<file path="src/rtl/trig_pkg.sv">
// Shared encodings for the coincidence trigger: mode codes, FSM states and the clock period.
package trig_pkg;

  localparam logic [1:0] MODE_OR  = 2'b00;
  localparam logic [1:0] MODE_AND = 2'b01;
  localparam logic [1:0] MODE_MAJ = 2'b10;

  typedef enum logic [1:0] {
    IDLE = 2'd0,
    FIRE = 2'd1,
    DEAD = 2'd2
  } state_t;

  localparam int CLK_PERIOD_NS = 5;

endpackage

</file>
<file path="src/rtl/trig_sync.sv">
// Single-bit multi-flop synchroniser bringing an asynchronous coax input into the clk domain.
module trig_sync #(
  parameter int STAGES = 2
) (
  input  logic clk,
  input  logic nrst,
  input  logic d_i,
  output logic q_o
);

  logic [STAGES-1:0] sync_q;

  always_ff @(posedge clk or negedge nrst) begin
    if (!nrst) begin
      sync_q <= '0;
    end else begin
      sync_q <= {sync_q[STAGES-2:0], d_i};
    end
  end

  assign q_o = sync_q[STAGES-1];

endmodule

</file>
<file path="src/rtl/trig_coinc_n.sv">
// Coincidence trigger: OR / AND / majority decision over masked synchronised inputs,
// followed by a fixed-width output pulse and a programmable dead time.
module trig_coinc_n
  import trig_pkg::*;
#(
  parameter int N_IN        = 4,
  parameter int CNT_W       = 16,
  parameter int TCNT_W      = 32,
  parameter int SYNC_STAGES = 2
) (
  input  logic                       clk,
  input  logic                       nrst,
  input  logic [N_IN-1:0]            trig_in,
  input  logic [N_IN-1:0]            chan_mask,
  input  logic [1:0]                 mode,
  input  logic [$clog2(N_IN+1)-1:0]  threshold,
  input  logic [CNT_W-1:0]           fire_len,
  input  logic [CNT_W-1:0]           dead_len,
  input  logic                       arm,
  input  logic                       cnt_clr,
  output logic                       trig_out,
  output logic                       busy,
  output logic [TCNT_W-1:0]          trig_count
);

  localparam int TH_W = $clog2(N_IN + 1);

  logic [N_IN-1:0]   s;
  logic [N_IN-1:0]   act;
  logic [TH_W-1:0]   hit;
  logic              cond;
  logic              start;
  logic [CNT_W-1:0]  fire_eff;

  state_t            state_q;
  logic [CNT_W-1:0]  cnt_q;
  logic [CNT_W-1:0]  fire_sh_q;
  logic [CNT_W-1:0]  dead_sh_q;
  logic              trig_out_q;
  logic              busy_q;
  logic [TCNT_W-1:0] tcnt_q;
  logic [TCNT_W-1:0] tcnt_d;

  genvar gi;
  generate
    for (gi = 0; gi < N_IN; gi++) begin : g_sync
      trig_sync #(.STAGES(SYNC_STAGES)) u_sync (
        .clk  (clk),
        .nrst (nrst),
        .d_i  (trig_in[gi]),
        .q_o  (s[gi])
      );
    end
  endgenerate

  assign act = s & chan_mask;

  always_comb begin
    hit = '0;
    for (int i = 0; i < N_IN; i++) begin
      hit = hit + TH_W'(act[i]);
    end
  end

  // An empty mask never fires, whatever the mode.
  always_comb begin
    cond = 1'b0;
    if (chan_mask != '0) begin
      case (mode)
        MODE_OR:  cond = (hit != '0);
        MODE_AND: cond = (act == chan_mask);
        MODE_MAJ: cond = (threshold != '0) && (hit >= threshold);
        default:  cond = 1'b0;
      endcase
    end
  end

  assign start    = (state_q == IDLE) && arm && cond;
  assign fire_eff = (fire_len == '0) ? CNT_W'(1) : fire_len;

  // Clear wins over a simultaneous FIRE entry; increment saturates at all-ones.
  always_comb begin
    tcnt_d = tcnt_q;
    if (cnt_clr) begin
      tcnt_d = '0;
    end else if (start && (tcnt_q != '1)) begin
      tcnt_d = tcnt_q + TCNT_W'(1);
    end
  end

  always_ff @(posedge clk or negedge nrst) begin
    if (!nrst) begin
      state_q    <= IDLE;
      cnt_q      <= '0;
      fire_sh_q  <= '0;
      dead_sh_q  <= '0;
      trig_out_q <= 1'b0;
      busy_q     <= 1'b0;
      tcnt_q     <= '0;
    end else begin
      tcnt_q <= tcnt_d;
      case (state_q)
        IDLE: begin
          if (start) begin
            state_q    <= FIRE;
            fire_sh_q  <= fire_eff;
            dead_sh_q  <= dead_len;
            cnt_q      <= CNT_W'(1);
            trig_out_q <= 1'b1;
            busy_q     <= 1'b1;
          end
        end
        FIRE: begin
          if (cnt_q == fire_sh_q) begin
            trig_out_q <= 1'b0;
            cnt_q      <= CNT_W'(1);
            if (dead_sh_q == '0) begin
              state_q <= IDLE;
              busy_q  <= 1'b0;
            end else begin
              state_q <= DEAD;
            end
          end else begin
            cnt_q <= cnt_q + CNT_W'(1);
          end
        end
        DEAD: begin
          if (cnt_q == dead_sh_q) begin
            state_q <= IDLE;
            busy_q  <= 1'b0;
          end else begin
            cnt_q <= cnt_q + CNT_W'(1);
          end
        end
        default: begin
          state_q    <= IDLE;
          trig_out_q <= 1'b0;
          busy_q     <= 1'b0;
        end
      endcase
    end
  end

  assign trig_out   = trig_out_q;
  assign busy       = busy_q;
  assign trig_count = tcnt_q;

endmodule

</file>
<file path="config.mk">
export PLATFORM = sky130hd
export DESIGN_NAME = trig_coinc_n
export DESIGN_NICKNAME = d
export VERILOG_FILES = /design/src/rtl/trig_pkg.sv /design/src/rtl/trig_sync.sv /design/src/rtl/trig_coinc_n.sv
export SDC_FILE = /design/constraint.sdc
export NUM_CORES = 1
export LEC_CHECK = 0
export BUFFER_PORTS_ARGS = -buffer_cell sky130_fd_sc_hd__buf_2
export CAP_MARGIN = 20
export CORE_ASPECT_RATIO = 1.4
export CORE_MARGIN = 4
export CORE_UTILIZATION = 40
export DETAILED_ROUTE_END_ITERATION = 8
export SYNTH_ARGS = -nofsm -noshare
export SYNTH_HDL_FRONTEND = slang
export SYNTH_SLANG_ARGS = --single-unit
</file>
<file path="constraint.sdc">
create_clock -name clk -period 4.6 [get_ports clk]
set_input_delay 0.69 -clock clk [delete_from_list [all_inputs] [get_ports clk]]
set_output_delay 0.69 -clock clk [all_outputs]
set_load 0.02 [all_outputs]
</file>
* After elaboration in Yosys (flattened, before gate mapping)
Index checks and enable logic that the tools add are counted.
W data, S select, Z words.
** Cells by class
- $add $sub $neg :: 5
- $lt $le $gt $ge :: 1
- Eq/ne operators :: 13
- Mux-type cells :: 21
- Bitwise logic cells :: 2
- Reductions and logical operators :: 18
** Operators with widths (number)
- $mux W16 :: 4
- $mux W32 :: 2
- $pmux W16 S3 :: 1
- $add A32 B1 Y32 const B :: 1
- $eq A16 B16 Y1 :: 2
- $logic_not A16 Y1 :: 2
- $ne A32 B32 Y1 const B :: 1
- $add A16 B1 Y16 const B :: 1
- $ne A2 B2 Y1 const B :: 5
- $pmux W1 S3 :: 3
- $reduce_and A3 Y1 :: 3
- $reduce_bool A3 Y1 :: 3
- $mux W2 :: 4
- $mux W1 :: 6
- $pmux W2 S3 :: 1
- $and A4 B4 Y4 :: 1
- $eq A2 B1 Y1 const B :: 2
- $eq A2 B2 Y1 const B :: 2
- $eq A4 B4 Y1 :: 1
- $logic_and A1 B1 Y1 :: 4
- $logic_not A2 Y1 :: 2
- $reduce_and A4 Y1 :: 1
- $reduce_bool A4 Y1 :: 1
- $add A2 B1 Y3 :: 1
- 6 further kinds :: 6
** Word-level totals
- Register bits :: 92
- Bits of input ports :: 49
- Output and inout port bits :: 34

* Depth between registers and ports, before layout
- Word-level depth :: 12
- Gate-level depth with buffers :: 13
- Gate-level depth less buffers :: 11

* Cells and area by module
Synthesis repeated with hierarchy kept, for this count alone.
** Unflattened totals
- Cells, all modules :: 557
- Area total of the unflattened synthesis :: 5063.6 µm²
** Modules (own cells, without submodules)
- trig_coinc_n :: times used 1, cells an instance 549, area each 4863.4 µm², sequential area each 2102.0 µm²
- trig_sync :: times used 4, cells an instance 2, area each 50.0 µm², sequential area each 50.0 µm²

* Least setup slack after synthesis
No wires, ideal clock.
- Kind :: input to register
- Start point :: in chan_mask[0]
- End point :: reg tcnt_q[27], in the netlist trig_count[27]
- Library setup time :: 125 ps
- Arrival time :: 3669 ps
- Data required time :: 4475 ps
- Setup slack :: 806 ps
- Cell stages on the path :: 11
- Path buffers :: 1
- Path through :: and2_1 fa_1 ha_1 ha_1 ha_1 a211oi_1 o41a_1 or3_4 buf_6 nor4_1 mux2_2
** On the way
- Cells in the longest elaborated chain, start to end :: 11
** Ends and longest elaborated chain
- from (decl) :: line trig_coinc_n.sv:14 : input logic [N_IN-1:0] chan_mask,
- $and A4 B4 Y4 :: line trig_coinc_n.sv:56 : assign act = s & chan_mask;
- $add A1 B1 Y2 :: line trig_coinc_n.sv:61 : hit = hit + TH_W'(act[i]);
- $add A2 B1 Y3 :: line trig_coinc_n.sv:61
- $add A3 B1 Y3 :: line trig_coinc_n.sv:61
- $ge A3 B3 Y1 :: line trig_coinc_n.sv:72 : MODE_MAJ: cond = (threshold != '0) && (hit >= threshold);
- $logic_and A1 B1 Y1 :: line trig_coinc_n.sv:72
- $pmux W1 S3 :: line trig_coinc_n.sv:69 : case (mode)
- $mux W1 (*) :: line trig_coinc_n.sv:68 : if (chan_mask != '0) begin
- $logic_and A1 B1 Y1 (*) :: line trig_coinc_n.sv:78 : assign start = (state_q == IDLE) && arm && cond;
- $logic_and A1 B1 Y1 (*) :: line trig_coinc_n.sv:86 : end else if (start && (tcnt_q != '1)) begin
- $reduce_bool A2 Y1 (no source line) (*)
- to (signal assigned) :: line trig_coinc_n.sv:101 : tcnt_q <= tcnt_d;
- to (decl) :: line trig_coinc_n.sv:41 : logic [TCNT_W-1:0] tcnt_q;
Every way passes the cells marked *; elsewhere a longest branch is shown, timed or not.
A chain may end at the register's enable or synchronous reset.

* Worst setup path in the final report
- Start point :: in chan_mask[0]
- End point :: reg tcnt_q[18], in the netlist trig_count[18]
Same word-level chain as after synthesis.

==> impl_metrics.tcl <==
set metrics [dict create \
    status "finished clean" \
    num_rows 48 \
    dr_total_vias 4385 \
    postCtsResizedCells 0 \
    die_area_mm2 0.0145 \
    cap_viol_max_count 0 \
    die_x_um 103 \
    clockBufferDepth 2 \
    final_cell_area_mm2 0.00586 \
    seq_area_mm2 0.00230 \
    cp-start-kind "primary input" \
    dp_hpwl_um 9400 \
    grt_pass1_vias 4384 \
    worstPathCellList "buf_2 -> and2_1 -> fa_1 -> ha_1 -> ha_1 -> ha_1 -> a211oi_1 -> o41a_1 -> or3_4 -> nor4_1 -> mux2_2" \
    io_buffers 82 \
    core_mm2 0.0124 \
    avgSynthCellArea_um2 8.92 \
    yosysTopAreaCell "dfrtp_1" \
    multiInputGateArea_mm2 0.00257 \
    post_cts_buffers 0 \
    fin_nets 695 \
    dp_slack_ns 0.423 \
    syn-num-nets 628 \
    synth_flop_cell "dfrtp_1" \
    clock_sinks 92 \
    cts_root_buf "clkbuf_16" \
    slowest_stage "or3_4" \
    drv_slew 0 \
    syn2layout_area_growth_pct 15.9 \
    fp.dieH_um 141 \
    crit_top_cell "ha_1" \
    syn_inst 567 \
    grt_pass1_wl_um 21300 \
    n_antenna_cell 0 \
    path_class "in2reg" \
    yosys.cell_count.top_type "nand2_1" \
    p_leak_nw 2.76 \
    drive_gt1_share_pct 17.9 \
    worstMarginPinSlew_ns 0.783 \
    ant_nets 0 \
    hold_class "reg2reg" \
    required_ns 4.83 \
    crit_family "adder cells" \
    syn-cell-area_mm2 0.00505 \
    viasPerCell 5.56 \
    wl_per_cell_um 16.4 \
    initial_core_util_pct 40.9 \
    final-setup-viol-count 0 \
    synth_common_cells "nand2_1, dfrtp_1, nor2_1" \
    async_reset_ff_share_pct 100 \
    hold_violations 0 \
    end_kind "register" \
    max_stage_delay_ns 0.61 \
    finalCriticalPeriod_ns 3.82 \
    min_period_over_period_pct 83.0 \
    synth-edff-count 0 \
    htree_levels 3 \
    max_slew_margin_pct 47.3 \
    powerDensity_mw_per_mm2 420 \
    ys_types 52 \
    yosysTopAreaCellShare_pct 45.5 \
    globalplace.congestion 0.848 \
    clock.fmax_ghz 0.262 \
    ys_seq_area_share_pct 45.5 \
    clock_skew_ns 0.00773 \
    critical_path_buf_inv_count 1 \
    rsz0062_at_grt "false" \
    yosysWarnings 0 \
    hold_buffers 0 \
    cts_tree "yes" \
    place_area_mm2 0.00557 \
    peakVddDrop_mv 0.210 \
    clk_pin_slew_ns 0.06 \
    drc 0 \
    drt_first_pass_iters 4 \
    grt_usage_pct 18.6 \
    num-fill-cells 1181 \
    ys_ff_latch 92 \
    synth_area_leaders "dfrtp_1, nand2_1, xor2_1" \
    antenna_found_initial 0 \
    postRouteWirelength_um 12900 \
    grt-ovfl-total 0 \
    fin_ws_ns 0.781 \
    cp_max_fo 41 \
    io_pins 83 \
    cts_buffers 9 \
    tns_ns 0 \
    grt_max_degree 52 \
    clkLatencyLatePin_ns 0.34 \
    drt_iter0_drc 240 \
    p_total_mw 2.46 \
    critPathArrivalTime_ns 4.05 \
]
-- power by group --
| group | internal [mW] | switching [mW] |
|---|---|---|
| Sequential | 0.965 | 0.149 |
| Combinational | 0.262 | 0.349 |
| Clock | 0.430 | 0.308 |
| Total | 1.66 | 0.806 |
-- worst reg2reg max path: stages, from the launching register on --
cell and delay [ns]:
dfrtp_1 0.38, and2_1 0.17, fa_1 0.48, ha_1 0.21, ha_1 0.29, ha_1 0.28, a211oi_1 0.07, o41a_1 0.42
or3_4 0.61, nor4_1 0.38, mux2_2 0.37
-- path summary, 6_finish.rpt --
kind                                            startpoint                    endpoint  slack (ns)  depth (start not counted)
worst max-delay path                          chan_mask[0]              trig_count[18]        0.78                         11
worst min-delay path            g_sync[2].u_sync.sync_q[0]  g_sync[2].u_sync.sync_q[1]        0.35                          0
worst max register to register  g_sync[0].u_sync.sync_q[1]              trig_count[18]        0.84                         10
worst min register to register  g_sync[2].u_sync.sync_q[0]  g_sync[2].u_sync.sync_q[1]        0.35                          0
max in group asynchronous                             nrst                fire_sh_q[8]        3.22                          2
min in group asynchronous                             nrst              trig_count[19]        0.37                          1
-- layer usage --
| layer | GRT usage [%] | part of all wire, % | up-vias |
|---|---|---|---|
| li1 | - | - | 2137 |
| met1 | 22.6 | 41 | 2124 |
| met2 | 31.7 | 52 | 105 |
| met3 | 3.91 | 4.6 | 19 |
| met4 | 6.96 | 2.0 | 0 |
| met5 | 0 | 0 | - |
-- registers in the layout, summed over array words and instances (netlist names) --
signal,cells
trig_count,32
cnt_q,16
busy,1
g_sync.u_sync.sync_q,8
fire_sh_q,16
trig_out,1
dead_sh_q,16
state_q,2
-- layout make-up --
type | instances | area share (%)
Timing Repair Buffer | 86 | 7.56
Clock inverter | 5 | 0.897
Multi-Input combinational cell | 428 | 43.9
Clock buffer | 10 | 4.08
Tap cell | 150 | 3.20
Sequential cell | 92 | 39.3
Inverter | 17 | 1.09
-- layout by cell type, fill, tap and decap left out, drive strengths merged, types with 17 or more instances in the layout --
| cell type | netlist | routed |
|---|---|---|
| or3 | 17 | 17 |
| dfrtp | 92 | 92 |
| a21oi | 23 | 23 |
| xor2 | 18 | 18 |
| buf | 3 | 86 |
| xnor2 | 17 | 17 |
| o21ai | 21 | 21 |
| nand2 | 119 | 119 |
| nand3 | 19 | 19 |
| inv | 17 | 17 |
| nor4 | 21 | 21 |
| nor2 | 29 | 29 |
-- through the flow --
step / hold slack [ns] / util [%] / instances
2_1_floorplan: 0.331 / - / 567
3_3_place_gp: 0.332 / 45.0 / 773
3_5_place_dp: 0.335 / 45.0 / 773
4_1_cts: 0.349 / 47.4 / 788
5_1_grt: 0.367 / 47.4 / 788
6_report: 0.347 / 47.4 / 788
-- cell families after synthesis --
logic type,count (synthesis),synth area share (%)
adders and majority gates,12,3.12
and+or+nand+nor,285,28.2
buffers and inverters,47,3.66
xor gates and xnor gates,35,6.06
AOI/OAI and AO/OA,88,11.7
muxes,8,1.73
DFF,92,45.5
No activity file was read; power rests on OpenSTA's default activity.
